File: src/rtl/alu_pkg.sv
// Shared encodings for the ALU request/response unit.
// Used by the ALU responder and the stimulus driver.
package alu_pkg;

  typedef enum logic [1:0] {
    OP_ADD = 2'b00,
    OP_SLL = 2'b01,
    OP_AND = 2'b10,
    OP_SRA = 2'b11
  } alu_op_e;

  typedef enum logic [1:0] {
    S_IDLE = 2'b00,
    S_BUSY = 2'b01,
    S_HOLD = 2'b10
  } alu_state_e;

  function automatic logic is_shift(input alu_op_e op);
    return (op == OP_SLL) || (op == OP_SRA);
  endfunction

endpackage

File: src/rtl/alu_shift_step.sv
// One-bit shift of the serial accumulator.
// SLL fills the LSB with zero, SRA replicates the MSB.
module alu_shift_step #(
  parameter int WIDTH = 32
) (
  input  logic [WIDTH-1:0] acc_i,
  input  logic             sra_i,
  output logic [WIDTH-1:0] acc_o
);

  assign acc_o = sra_i ? {acc_i[WIDTH-1], acc_i[WIDTH-1:1]}
                       : {acc_i[WIDTH-2:0], 1'b0};

endmodule

File: src/rtl/alu_resp_unit.sv
// ALU responder: valid/ready request in, valid/ready result out.
// ADD/AND finish in one cycle; shifts run one bit per cycle.
module alu_resp_unit
  import alu_pkg::*;
#(
  parameter int WIDTH   = 32,
  parameter int SHAMT_W = 5,
  parameter int TAG_W   = 4,
  parameter int CNT_W   = 16
) (
  input  logic             clk,
  input  logic             rst,
  input  logic             req_valid,
  output logic             req_ready,
  input  logic [WIDTH-1:0] req_a,
  input  logic [WIDTH-1:0] req_b,
  input  logic [1:0]       req_op,
  input  logic [TAG_W-1:0] req_tag,
  output logic             rsp_valid,
  input  logic             rsp_ready,
  output logic [WIDTH-1:0] rsp_result,
  output logic [TAG_W-1:0] rsp_tag,
  output logic             rsp_zero,
  output logic             busy,
  output logic [CNT_W-1:0] ops_done
);

  alu_state_e         state_q, state_d;
  logic [WIDTH-1:0]   acc_q, acc_d;
  logic [SHAMT_W-1:0] cnt_q, cnt_d;
  logic               sra_q, sra_d;
  logic [TAG_W-1:0]   tag_q, tag_d;
  logic [WIDTH-1:0]   res_q, res_d;
  logic               zero_q, zero_d;
  logic [CNT_W-1:0]   ops_q, ops_d;
  logic [WIDTH-1:0]   acc_step;
  alu_op_e            op;

  assign op = alu_op_e'(req_op);

  alu_shift_step #(.WIDTH(WIDTH)) u_step (
    .acc_i (acc_q),
    .sra_i (sra_q),
    .acc_o (acc_step)
  );

  always_comb begin
    state_d = state_q;
    acc_d   = acc_q;
    cnt_d   = cnt_q;
    sra_d   = sra_q;
    tag_d   = tag_q;
    res_d   = res_q;
    zero_d  = zero_q;
    ops_d   = ops_q;
    unique case (state_q)
      S_IDLE: begin
        if (req_valid) begin
          tag_d = req_tag;
          sra_d = (op == OP_SRA);
          if (is_shift(op)) begin
            acc_d   = req_a;
            cnt_d   = req_b[SHAMT_W-1:0];
            state_d = S_BUSY;
          end else begin
            res_d   = (op == OP_ADD) ? req_a + req_b
                                     : req_a & req_b;
            zero_d  = (res_d == '0);
            state_d = S_HOLD;
          end
        end
      end
      S_BUSY: begin
        if (cnt_q == '0) begin
          res_d   = acc_q;
          zero_d  = (acc_q == '0);
          state_d = S_HOLD;
        end else begin
          acc_d = acc_step;
          cnt_d = cnt_q - 1'b1;
        end
      end
      S_HOLD: begin
        if (rsp_ready) begin
          ops_d   = ops_q + 1'b1;
          state_d = S_IDLE;
        end
      end
      default: state_d = S_IDLE;
    endcase
  end

  always_ff @(posedge clk) begin
    if (rst) begin
      state_q <= S_IDLE;
      acc_q   <= '0;
      cnt_q   <= '0;
      sra_q   <= 1'b0;
      tag_q   <= '0;
      res_q   <= '0;
      zero_q  <= 1'b0;
      ops_q   <= '0;
    end else begin
      state_q <= state_d;
      acc_q   <= acc_d;
      cnt_q   <= cnt_d;
      sra_q   <= sra_d;
      tag_q   <= tag_d;
      res_q   <= res_d;
      zero_q  <= zero_d;
      ops_q   <= ops_d;
    end
  end

  assign req_ready  = (state_q == S_IDLE);
  assign rsp_valid  = (state_q == S_HOLD);
  assign busy       = (state_q != S_IDLE);
  assign rsp_result = res_q;
  assign rsp_tag    = tag_q;
  assign rsp_zero   = zero_q;
  assign ops_done   = ops_q;

endmodule

File: config.mk
export PLATFORM = sky130hd
export DESIGN_NAME = alu_resp_unit
export DESIGN_NICKNAME = d
export VERILOG_FILES = /design/src/rtl/alu_pkg.sv /design/src/rtl/alu_shift_step.sv /design/src/rtl/alu_resp_unit.sv
export SDC_FILE = /design/constraint.sdc
export NUM_CORES = 1
export LEC_CHECK = 0
export BUFFER_PORTS_ARGS = -buffer_cell sky130_fd_sc_hd__buf_4
export CAP_MARGIN = 20
export CORE_MARGIN = 10
export CORE_UTILIZATION = 45
export CTS_BUF_LIST = sky130_fd_sc_hd__clkbuf_4 sky130_fd_sc_hd__clkbuf_8
export DETAILED_ROUTE_END_ITERATION = 10
export PLACE_DENSITY = 0.67
export SLEW_MARGIN = 20
export SYNTH_ARGS = -nofsm -noshare
export SYNTH_HDL_FRONTEND = slang
export SYNTH_HIERARCHICAL = 1
export SYNTH_SLANG_ARGS = --single-unit
File: constraint.sdc
create_clock -name clk -period 3.7 [get_ports clk]
set_input_delay 0 -clock clk [delete_from_list [all_inputs] [get_ports clk]]
set_output_delay 0 -clock clk [all_outputs]
set_load 0.02 [all_outputs]
======== After elaboration in Yosys (flattened, before gate mapping) ========
Cells that the tools add are included.
storage, ports and cells
  output and inout port bits .............. 56
  word-level logic and storage cells ...... 61
  register bits after elaboration ......... 93
  input port bits ......................... 74
operators by class
  mux-type cells .......................... 23
  bitwise gates (word level) .............. 1
  reduce and logical (&&, ||, !) cells .... 14
  eq/ne operators ......................... 11
  add/sub/neg operators ................... 3
operators with widths
  kind                                                 number
  two-way mux 32 bit                                   8
  one-hot mux 32 bit (2 select lines)                  2
  logical NOT 32 bit                                   2
  adder 32 bit                                         1
  AND 32 bit                                           1
  adder 16 x 1 -> 16 bit, second input constant        1
  two-way mux 5 bit                                    3
  != test 2 bit, second input constant                 5
  one-hot mux 5 bit (2 select lines)                   1
  two-way mux 2 bit                                    4
  AND reduction 4 bit                                  2
  one-hot mux 2 bit (3 select lines)                   1
  logical NOT 5 bit                                    1
  AND reduction 5 bit                                  1
  subtractor 5 x 1 -> 5 bit, second input constant     1
  equality test 2 x 1 -> 1 bit, second input constant  2
  equality test 2 bit, second input constant           2
  logical NOT 2 bit                                    2
  != test 2 x 1 -> 1 bit, second input constant        2
  AND reduction 2 bit                                  2
  nonzero test 2 bit                                   2
  two-way mux 1 bit                                    3
  AND reduction 3 bit                                  1
  one-hot mux 1 bit (2 select lines)                   1
  logical OR 1 bit                                     1

======== Depth between registers and ports, before layout ========
  depth in word-level cells ............... 6
  gate-level depth with buffers ........... 13
  mapped depth without buffers ............ 13

======== Hierarchy ========
Netlist, hierarchy kept.
by module, submodules not included
  module          area each (um^2)  times used  cells each  sequential area each (um^2)
  alu_resp_unit   6349.8            1           859         1861.8
  alu_shift_step  535.5             1           36          0.0

======== Worst setup path before layout ========
No wires, ideal clock.
  path kind ............................... input-to-reg
  start ................................... in req_a[0]
  end ..................................... reg zero_q, in the netlist rsp_zero
  stages on the path ...................... 13
  path slack .............................. 0.827 ns
  arrival time ............................ 2.789 ns
  buffers on the path ..................... 0
  setup time .............................. 0.084 ns
  data required time ...................... 3.616 ns
  cells stage by stage .................... ha_1 -> inv_1 -> fa_1 -> nor2b_4 -> o21a_1 -> nor2_1 -> xnor2_1 -> a2111o_1 -> or4_1 -> nor4_2 -> nand4_1 -> or4_1 -> o31ai_2
between the ends
  cells in the longest elaborated chain, start to end .. 6
  elaborated cells on any way between the ends .. 7
  those cells by class .................... add/sub (1); mux (4); bitwise (1); reduce/logical (1)
RTL lines
  item                                               RTL line                                  text
  start: declaration                                 alu_resp_unit.sv:15                       input logic [WIDTH-1:0] req_a,
  adder 32 bit / AND 32 bit (equally long branches)  alu_resp_unit.sv:66, alu_resp_unit.sv:67
  two-way mux 32 bit *                               alu_resp_unit.sv:66                       res_d = (op == OP_ADD) ? req_a + req_b
  logical NOT 32 bit *                               alu_resp_unit.sv:68                       zero_d = (res_d == '0);
  two-way mux 1 bit *                                alu_resp_unit.sv:61                       if (is_shift(op)) begin
  two-way mux 1 bit *                                alu_resp_unit.sv:58                       if (req_valid) begin
  one-hot mux 1 bit (2 select lines) *               alu_resp_unit.sv:56                       unique case (state_q)
  end signal: assignment                             alu_resp_unit.sv:110                      zero_q <= zero_d;
  end: declaration                                   alu_resp_unit.sv:34                       logic zero_q, zero_d;
Mark *: on every way between the ends. The rest lies on a longest branch, timed or not. The select of a mux whose other input is x is not followed.
A chain may end at the register's enable or synchronous reset.

======== Worst setup path in the final report ========
Ends and elaborated chain as after synthesis.

==> impl_metrics.toml <==
[run_status]
outcome = "complete, no violations"

[placement]
dp_hpwl_um = 16000
io_buffers = 129
gp_congestion = 0.977
place_inst = 1158

[global_routing]
antenna_found_initial = 0
grt_max_degree = 95
grt_overflow = 0
track_usage_pct = 21.3
grt_pass1_wl_um = 35400
grt_pass1_vias = 6672

[power]
p_total_mw = 2.98
ir_drop_uv = 191
power_density_nw_per_um2 = 350
p_leak_nw = 3.56

[die]
die-area_sq_um = 20600
ios = 130
row_count = 45
die_y_um = 144
start_util_pct = 45.6
die_width_um = 144
fp.coreArea_sq_um = 15100

[synth]
yosys_register_bits = 93
synth_edf_count = 0
synth.avg_cell_area_sq_um = 7.69
yosysTopAreaCell = "dfxtp_1"
yosys-top-cells-area = "dfxtp_1 (27%), nand2_1 (7.9%), nor2_1 (6.7%)"
async_flop_share_pct = 0
synth_ff_type = "dfxtp_1"
yosysWarnings = 6
syn-num-nets = 1005
seq_area_frac_synth_pct = 27.0
syn_area_sq_um = 6890
yosys.area.top_type_share_pct = 27.0
synthCells = 895
synth.distinct_cells = 69

[cts]
clkLatencyLatePin_ps = 400
cts.repair.resized = 0
cts_buffers = 9
cts_hold_buffers = 45
cts_num_sinks = 93
clk_path_buf_depth = 2
cts-root-buf = "clkbuf_8"
cts_tree = "built"
htreeDepth = 3
clkTransAtPathRegs_ps = 110
cts_setup_buffers = 0

[routing]
drc = 0
wl_per_cell_um = 18.4
drt_wl_total_um = 22400
vias = 7116
viasPerCell = 5.84
drtIter0Drc = 566
postRouteAntennaNets = 0
drt_first_pass_iters = 5

[finish]
antennaDiodeCount = 0
synthToLayoutAreaGrowth_pct = 23.8
drive_above_1_share_pct = 19.0
seq_area_sq_um = 1870
fillCellCount = 1438
stdcell_count = 1219
multi_input_comb_area_sq_um = 4690
fin_nets = 1136

[timing]
final.min_clock_period_ps = 3440
fin_crit_sh_pct = 92.9
tightest_slew_ps = 1010
rsz0062_at_grt = "false"
fin_skew_ps = 14.6
slew_headroom_pct = 32.6
hold_viol = 0
fin_tns_setup_ps = 0
drv_slew = 0
fmax_mhz = 291
setup_viol = 0

[hold_path]
hold_path_class = "input port to register"

[critical_path]
crit_arrival_ps = 3760
crit_path_end_kind = "register"
worst_setup_path_start_kind = "input port"
cp.required_ps = 4020
worst-path-max-fanout = 5
worstSetupPathType = "input port to register"

[flow_run]
drv_cap = 0
[worst max-delay path: stages]
cell	delay [ps]
dlygate4sd3_1	530
buf_4	110
ha_1	210
inv_1	90
fa_1	420
nor2b_4	150
o31a_1	210
o21ai_0	210
o2111a_1	280
nor3_1	240
nand3_1	150
nor4_2	360
nand4_1	130
or4_1	510
o31ai_2	170
[through the flow]
step	util [%]	hold WS, ps	setup slack, ps	instance area [sq um]
finish	56.5	16.7	264	8520
global route	56.5	17.4	75.8	8520
CTS	56.5	0.447	245	8520
detailed placement	52.2	253	423	7880
global placement	52.2	241	476	7880
floorplan	-	147	827	6890
[sequential cells by signal, summed over array words and instances, names as in the netlist]
register / count
rsp_tag: 4
rsp_zero: 1
rsp_result: 32
ops_done: 16
acc_q: 32
sra_q: 1
state_q: 2
cnt_q: 5
[metal layers]
metal,GRT usage (%),part of all wire (%),vias to the layer above
li1,-,-,3522
met1,27.1,43,3303
met2,35.4,48,254
met3,4.36,6.5,37
met4,6.29,2.4,0
met5,0,0,-
[report_power, final]
| group | internal, mW | total, mW | switching (mW) |
|---|---|---|---|
| clock network | 0.261 | 0.705 | 0.443 |
| logic | 0.477 | 1.09 | 0.612 |
| registers | 1.09 | 1.19 | 0.102 |
| total | 1.83 | 2.98 | 1.16 |
[area by class of cell]
class                           instances  area share (%)
Clock buffer                            9            1.45
Clock inverter                          7           0.837
Inverter                               14           0.617
Multi-Input combinational cell        728            55.0
Sequential cell                        93            21.9
Tap cell                              188            2.76
Timing Repair Buffer                  180            17.5
[worst paths after layout]
check                                     from             end  slack (ps)  cells past startpoint
worst max register to register        cnt_q[0]  rsp_result[22]         920                      8
worst min-delay path                  req_b[1]        cnt_q[1]          20                      5
worst min register to register  rsp_result[25]  rsp_result[25]         460                      2
worst max-delay path                  req_a[0]        rsp_zero         260                     15
[cell families after synthesis]
group | share of synthesized area, %
AND/OR/NAND/NOR | 24.6
AO/OA/AOI/OAI | 25.0
flip-flops | 27.0
buffers and inverters | 5.05
multiplexers | 7.96
adder cells (fa/ha/maj) | 6.65
XOR/XNOR | 3.69
[cells in the final DEF, fill, tap and decap left out, types with 8 or more instances in the layout]
| cell | n |
|---|---|
| a211o_1 | 8 |
| a21oi_1 | 64 |
| o21a_1 | 10 |
| and2_1 | 8 |
| nand2b_1 | 9 |
| nor4_1 | 11 |
| dlygate4sd3_1 | 45 |
| o211ai_1 | 25 |
| nand3_1 | 13 |
| a21o_1 | 11 |
| buf_4 | 133 |
| mux2i_1 | 9 |
| a311oi_1 | 33 |
| a211oi_1 | 20 |
| clkbuf_8 | 9 |
| xor2_1 | 19 |
| dfxtp_1 | 92 |
| nand4_1 | 13 |
| o21ai_0 | 30 |
| inv_1 | 14 |
| xnor2_1 | 10 |
| ha_1 | 35 |
| mux2_4 | 29 |
| nor3_1 | 15 |
| nand2_1 | 143 |
| or3_1 | 10 |
| nor2_1 | 122 |
| and3_1 | 9 |
[cell usage after synthesis (14+ instances only)]
master and number:
a211oi_1 20, a21oi_1 64, a311oi_1 33, clkbuf_1 48, dfxtp_1 93, ha_1 35, inv_1 14, mux2_4 29
nand2_1 144, nor2_1 122, nor3_1 15, o211ai_1 25, o21ai_0 30, xor2_1 19
(Power assumes the default switching activity.)
